$ cat src/rtl/bus_arbiter_rr_pkg.sv
// Shared definitions for the four-master bus: master count, owner encoding,
// active-low signal levels and the owner-to-grant decode.
package bus_arbiter_rr_pkg;

  localparam int BUS_MASTERS = 4;
  localparam int BUS_OWNER_W = 2;

  typedef logic [BUS_OWNER_W-1:0] bus_owner_t;

  localparam bus_owner_t BUS_OWNER_MASTER_0 = 2'd0;
  localparam bus_owner_t BUS_OWNER_MASTER_1 = 2'd1;
  localparam bus_owner_t BUS_OWNER_MASTER_2 = 2'd2;
  localparam bus_owner_t BUS_OWNER_MASTER_3 = 2'd3;

  // Levels for the active-low request/grant/strobe lines.
  localparam logic ENABLE_  = 1'b0;
  localparam logic DISABLE_ = 1'b1;

  function automatic logic [BUS_MASTERS-1:0] bus_grant_decode(input bus_owner_t owner);
    logic [BUS_MASTERS-1:0] grnt_;
    grnt_ = {BUS_MASTERS{DISABLE_}};
    grnt_[owner] = ENABLE_;
    return grnt_;
  endfunction

endpackage

$ cat src/rtl/bus_arb_rr_pick.sv
// Round-robin candidate search: scans owner+1..owner+3 (mod 4) for the first
// active-high request. The current owner is never a candidate.
module bus_arb_rr_pick
  import bus_arbiter_rr_pkg::*;
(
  input  logic [BUS_MASTERS-1:0] req,
  input  bus_owner_t             owner,
  output bus_owner_t             next_owner,
  output logic                   found
);

  always_comb begin
    bus_owner_t cand;
    cand       = owner;
    next_owner = owner;
    found      = 1'b0;
    for (int i = 1; i < BUS_MASTERS; i++) begin
      cand = owner + bus_owner_t'(i);
      if (!found && req[cand]) begin
        next_owner = cand;
        found      = 1'b1;
      end
    end
  end

endmodule

$ cat src/rtl/bus_arbiter_rr.sv
// Round-robin arbiter for the four-master shared bus: registered owner, no
// switch mid-transfer, and a tenure limit that forces rotation under contention.
module bus_arbiter_rr
  import bus_arbiter_rr_pkg::*;
#(
  parameter int MAX_HOLD = 16,
  parameter int HOLD_W   = 5
) (
  input  logic       clk,
  input  logic       reset,
  input  logic       m0_req_,
  input  logic       m1_req_,
  input  logic       m2_req_,
  input  logic       m3_req_,
  input  logic       s_as_,
  input  logic       s_rdy_,
  output logic       m0_grnt_,
  output logic       m1_grnt_,
  output logic       m2_grnt_,
  output logic       m3_grnt_,
  output logic [1:0] owner,
  output logic       arb_switch
);

  localparam logic [HOLD_W-1:0] HOLD_MAX = HOLD_W'(MAX_HOLD);

  logic [BUS_MASTERS-1:0] req;
  logic [BUS_MASTERS-1:0] owner_mask;
  logic [BUS_MASTERS-1:0] others_req;
  bus_owner_t             owner_q;
  bus_owner_t             next_owner;
  logic                   found;
  logic [HOLD_W-1:0]      hold_cnt;
  logic [HOLD_W-1:0]      hold_cnt_inc;
  logic                   locked;
  logic                   owner_req;
  logic                   tenure_up;
  logic                   rearb;
  logic                   do_switch;

  assign req        = ~{m3_req_, m2_req_, m1_req_, m0_req_};
  assign owner_mask = {{(BUS_MASTERS-1){1'b0}}, 1'b1} << owner_q;
  assign others_req = req & ~owner_mask;
  assign owner_req  = |(req & owner_mask);

  // A started, not yet acknowledged transfer pins the bus to its owner.
  assign locked    = (s_as_ == ENABLE_) && (s_rdy_ == DISABLE_);
  assign tenure_up = (MAX_HOLD != 0) && (hold_cnt == HOLD_MAX) && (|others_req);
  assign rearb     = !locked && (!owner_req || tenure_up);
  assign do_switch = rearb && found;

  assign hold_cnt_inc = (owner_req && (hold_cnt != HOLD_MAX)) ? hold_cnt + HOLD_W'(1)
                                                              : hold_cnt;

  bus_arb_rr_pick u_pick (
    .req        (req),
    .owner      (owner_q),
    .next_owner (next_owner),
    .found      (found)
  );

  always_ff @(posedge clk or negedge reset) begin
    if (!reset) begin
      owner_q    <= BUS_OWNER_MASTER_0;
      hold_cnt   <= '0;
      arb_switch <= 1'b0;
    end else begin
      arb_switch <= do_switch;
      if (do_switch) begin
        owner_q  <= next_owner;
        hold_cnt <= '0;
      end else if (owner_req || locked) begin
        hold_cnt <= hold_cnt_inc;
      end else begin
        hold_cnt <= '0;
      end
    end
  end

  // Grants come only from the owner register, so req_ never reaches grnt_ combinationally.
  assign {m3_grnt_, m2_grnt_, m1_grnt_, m0_grnt_} = bus_grant_decode(owner_q);
  assign owner = owner_q;

endmodule
$ cat config.mk
export PLATFORM = sky130hd
export DESIGN_NAME = bus_arbiter_rr
export DESIGN_NICKNAME = d
export VERILOG_FILES = /design/src/rtl/bus_arbiter_rr_pkg.sv /design/src/rtl/bus_arb_rr_pick.sv /design/src/rtl/bus_arbiter_rr.sv
export SDC_FILE = /design/constraint.sdc
export NUM_CORES = 1
export LEC_CHECK = 0
export ABC_CLOCK_PERIOD_IN_PS = 3200
export CAP_MARGIN = 10
export CORE_UTILIZATION = 35
export CTS_BUF_LIST = sky130_fd_sc_hd__clkbuf_4 sky130_fd_sc_hd__clkbuf_8
export DETAILED_ROUTE_END_ITERATION = 10
export PLACE_DENSITY = 0.57
export SYNTH_ARGS = -nofsm -noshare
export SYNTH_HDL_FRONTEND = slang
export SYNTH_SLANG_ARGS = --single-unit
$ cat constraint.sdc
create_clock -name clk -period 3.2 [get_ports clk]
set_clock_uncertainty 0.2 [all_clocks]
set_input_delay 0.64 -clock clk [delete_from_list [all_inputs] [get_ports clk]]
set_output_delay 0.64 -clock clk [all_outputs]
set_load 0.01 [all_outputs]
==> results.md <==
* Worst hold slack at 0.362 ns
* Status: finished, final reports clean
* Count of pins over their slew limit at 0
* Highest clock rate at 379 MHz
* DRT iter0 DRCs at 19
* Post-CTS Setup Bufs at 0
* Die W at 47.1 um
* Critical path origin: owner[0]
* Layout cell share with drive strength beyond 1 at around 15%
* First-pass GRT wire length at ~2100 um
* Commonest non-fill, non-tap cells in the layout: clkdlybuf4s50_1, inv_1, dfrtp_1, o21ai_0, ha_1
* Routed WL per cell at roughly 12 um
* Startpoint Class: flop
* TNS Setup at 0 ns
* Ranking of synthesized cells by area: dfrtp_1, ha_1, mux4_2, inv_1, nand2b_1
* Drt total wl at about 1400 um
* HPWL after DPL at roughly 1200 um
* Antenna Nets Post-Route at 0
* Cts-stage hold buffer count at 0
* Netlist cell types at 28
* Crit path cell chain: inv_1 -> ha_1 -> mux4_2 -> and3_4 -> a211oi_2 -> o31ai_1
* Final Cell Area at 915 um^2
* Clk buf depth at 2
* Least-Margin Pin Slew at 0.484 ns
* GP Congestion at roughly 0.83
* WP data required at 3.13 ns
* Starting Density at about two fifths
* CTS tree: built
* Final setup violation count at 0
* Min-Delay Path Class: reg -> reg
* CTS clock-pin slew for the worst setup and hold paths at 0.05 ns
* Num CTS Buffers at 3
* FF+latch count, synth at 8
* Chip height at 47.1 um
* Max-cap viol count at 0
* Syn nets at 88
* Commonest non-fill, non-tap cell in the layout: clkdlybuf4s50_1
* VDD IR-drop max at 0.558 mV
* Pwr Density at slightly above 900 mW/mm^2
* Syn Inst Count at between 70 and 80
* Slew headroom at 67.4%
* Tot Pwr at 0.856 mW
* Total number of vias at 611
* Die ar. at about 0.0022 mm^2
* Pin count of the biggest net entering global routing at 10
* Critical Path End Type: flop
* Critical path arrival at 2.57 ns
* Final worst path period share at between 80 and 90%
* I/O pin count at 15
* # fillers at 169
* Avg Synthesized Cell Area at between 9 and 10 um^2
* Row cnt at 15
* Slowest-stage cell, CP: mux4_2
* Synth area leader: dfrtp_1
* Core area at 0.00182 mm^2
* Antenna Cells at 0
* Int Power at 0.493 mW
* Sequential element share of the synthesized area at 28.1%
* Skew-Pair Late Insertion Delay at 0.26 ns
* Vias/cell at around 5.2
* Port-buffer cells at 14
* Final setup margin at 0.564 ns
* Comb pwr share at 68.3%
* Psw at 0.363 mW
* H-tree level count at 1
* Pleak at roughly 0.37 nW
* Sequential Power Share at 22.6%
* CP Max Fanout at 9
* Crit Path Category: reg -> reg
* RSZ-0062 raised after global routing: no
* Hold Fails Final Rpt at 0
* Remaining DRCs at 0
* Minimum clock period after layout at roughly 2.6 ns
* Area delta synth->final at 28.2%
* Power share of the clock group at 9.1%
* Worst hold path startpoint: hold_cnt[3]
* Clk Tree Root Cell: clkbuf_4
* Post-cts resize count at 0
* Sink Count at 8
* Vias in the first global route at 456
* Drt pass-1 iters at 5
* Remaining Overflow, GRT at 0
* Cell Area, Placed at 892 um^2
* GRT Util Overall at 14.0%
* R2R Path Start: owner[0]
* CP max stage delay at between 0.5 and 0.6 ns
* Pre-CTS WS at 0.497 ns
* Antenna violations before repair at 0
* Top-area cell type share of the netlist area at 28.1%
* Syn Std Cell Area at 713 um^2
* Final Net Count at 108
* Yosys Warn Count at 0
* Net Sw Frac at ~42%
[state kept, by name (all words and copies together), names as in the netlist]
register,flops
arb_switch,1
hold_cnt,5
owner,2
[routing by layer]
metal	part of all wire (%)	wire, um	GRT usage (%)	up-vias
li1	-	-	-	309
met1	47	677	20.2	286
met2	47	671	18.6	16
met3	6.0	86	6.92	0
met4	0	0	3.43	0
met5	0	0	0	-
[power by group through the flow]
stage	logic [mW]	registers [mW]	clock network, mW
finish	0.584	0.193	0.0781
global route	0.634	0.201	0.0878
CTS	0.587	0.195	0.0799
detailed placement	0.586	0.197	0
global placement	0.586	0.197	0
floorplan	0.412	0.195	0
[stage by stage]
step / std cells / utilization, %
after floorplan: 74 / -
after global placement: 114 / 49.0
after detailed placement: 114 / 49.0
after CTS: 117 / 50.2
after global routing: 117 / 50.2
final: 117 / 50.2
[critical path, delay by kind of cell, from the launching register on]
kind / cells / cell delay [ns]
AND/OR/NAND/NOR: 1 / 0.19
multiplexers: 1 / 0.59
buffers and inverters: 1 / 0.16
flip-flops: 1 / 0.52
adder cells (fa/ha/maj): 1 / 0.44
AO/OA/AOI/OAI: 2 / 0.41
[kinds of logic (layout without fill, tap and decap cells)]
group	Yosys count	count (layout)	share of synthesized area, %
simple gates	22	22	17.7
compound gates	21	21	23.9
buf+inv	10	28	5.26
flops	8	8	28.1
fa+ha+maj	6	6	10.5
mux	4	4	10.9
xor+xnor	3	3	3.68
[layout make-up]
class                           instances  area (um^2)  share of cell area (%)
Multi-Input combinational cell         56          475                    52.0
Sequential cell                         8          200                    21.9
Timing Repair Buffer                   15          148                    16.1
Inverter                               10         37.5                    4.10
Tap cell                               25         31.3                    3.42
Clock buffer                            3         22.5                    2.46
[worst paths after layout]
check / to / slack, ns / cells past startpoint
max in group asynchronous: owner[0] / 2.06 / 1
max reg2reg: hold_cnt[4] / 0.56 / 6
min reg2reg: hold_cnt[3] / 0.36 / 1
max: hold_cnt[4] / 0.56 / 6
min: hold_cnt[3] / 0.36 / 1
min in group asynchronous: hold_cnt[4] / 0.47 / 1
[synthesized netlist by cell type (all sizes together)]
library cell,number
mux4,3
o21ai,6
a32oi,1
a41o,1
and3,1
a211oi,2
a2bb2oi,2
o22ai,2
nand2,3
nor3b,1
nand2b,5
xnor2,2
dfrtp,8
nor2b,2
mux2i,1
nor2,5
o31ai,3
and4bb,1
inv,10
xor2,1
a21oi,1
a221oi,1
ha,6
o21a,1
a41oi,1
nand4,1
nand3,3
Note: power is estimated with default switching activity, not from simulation.
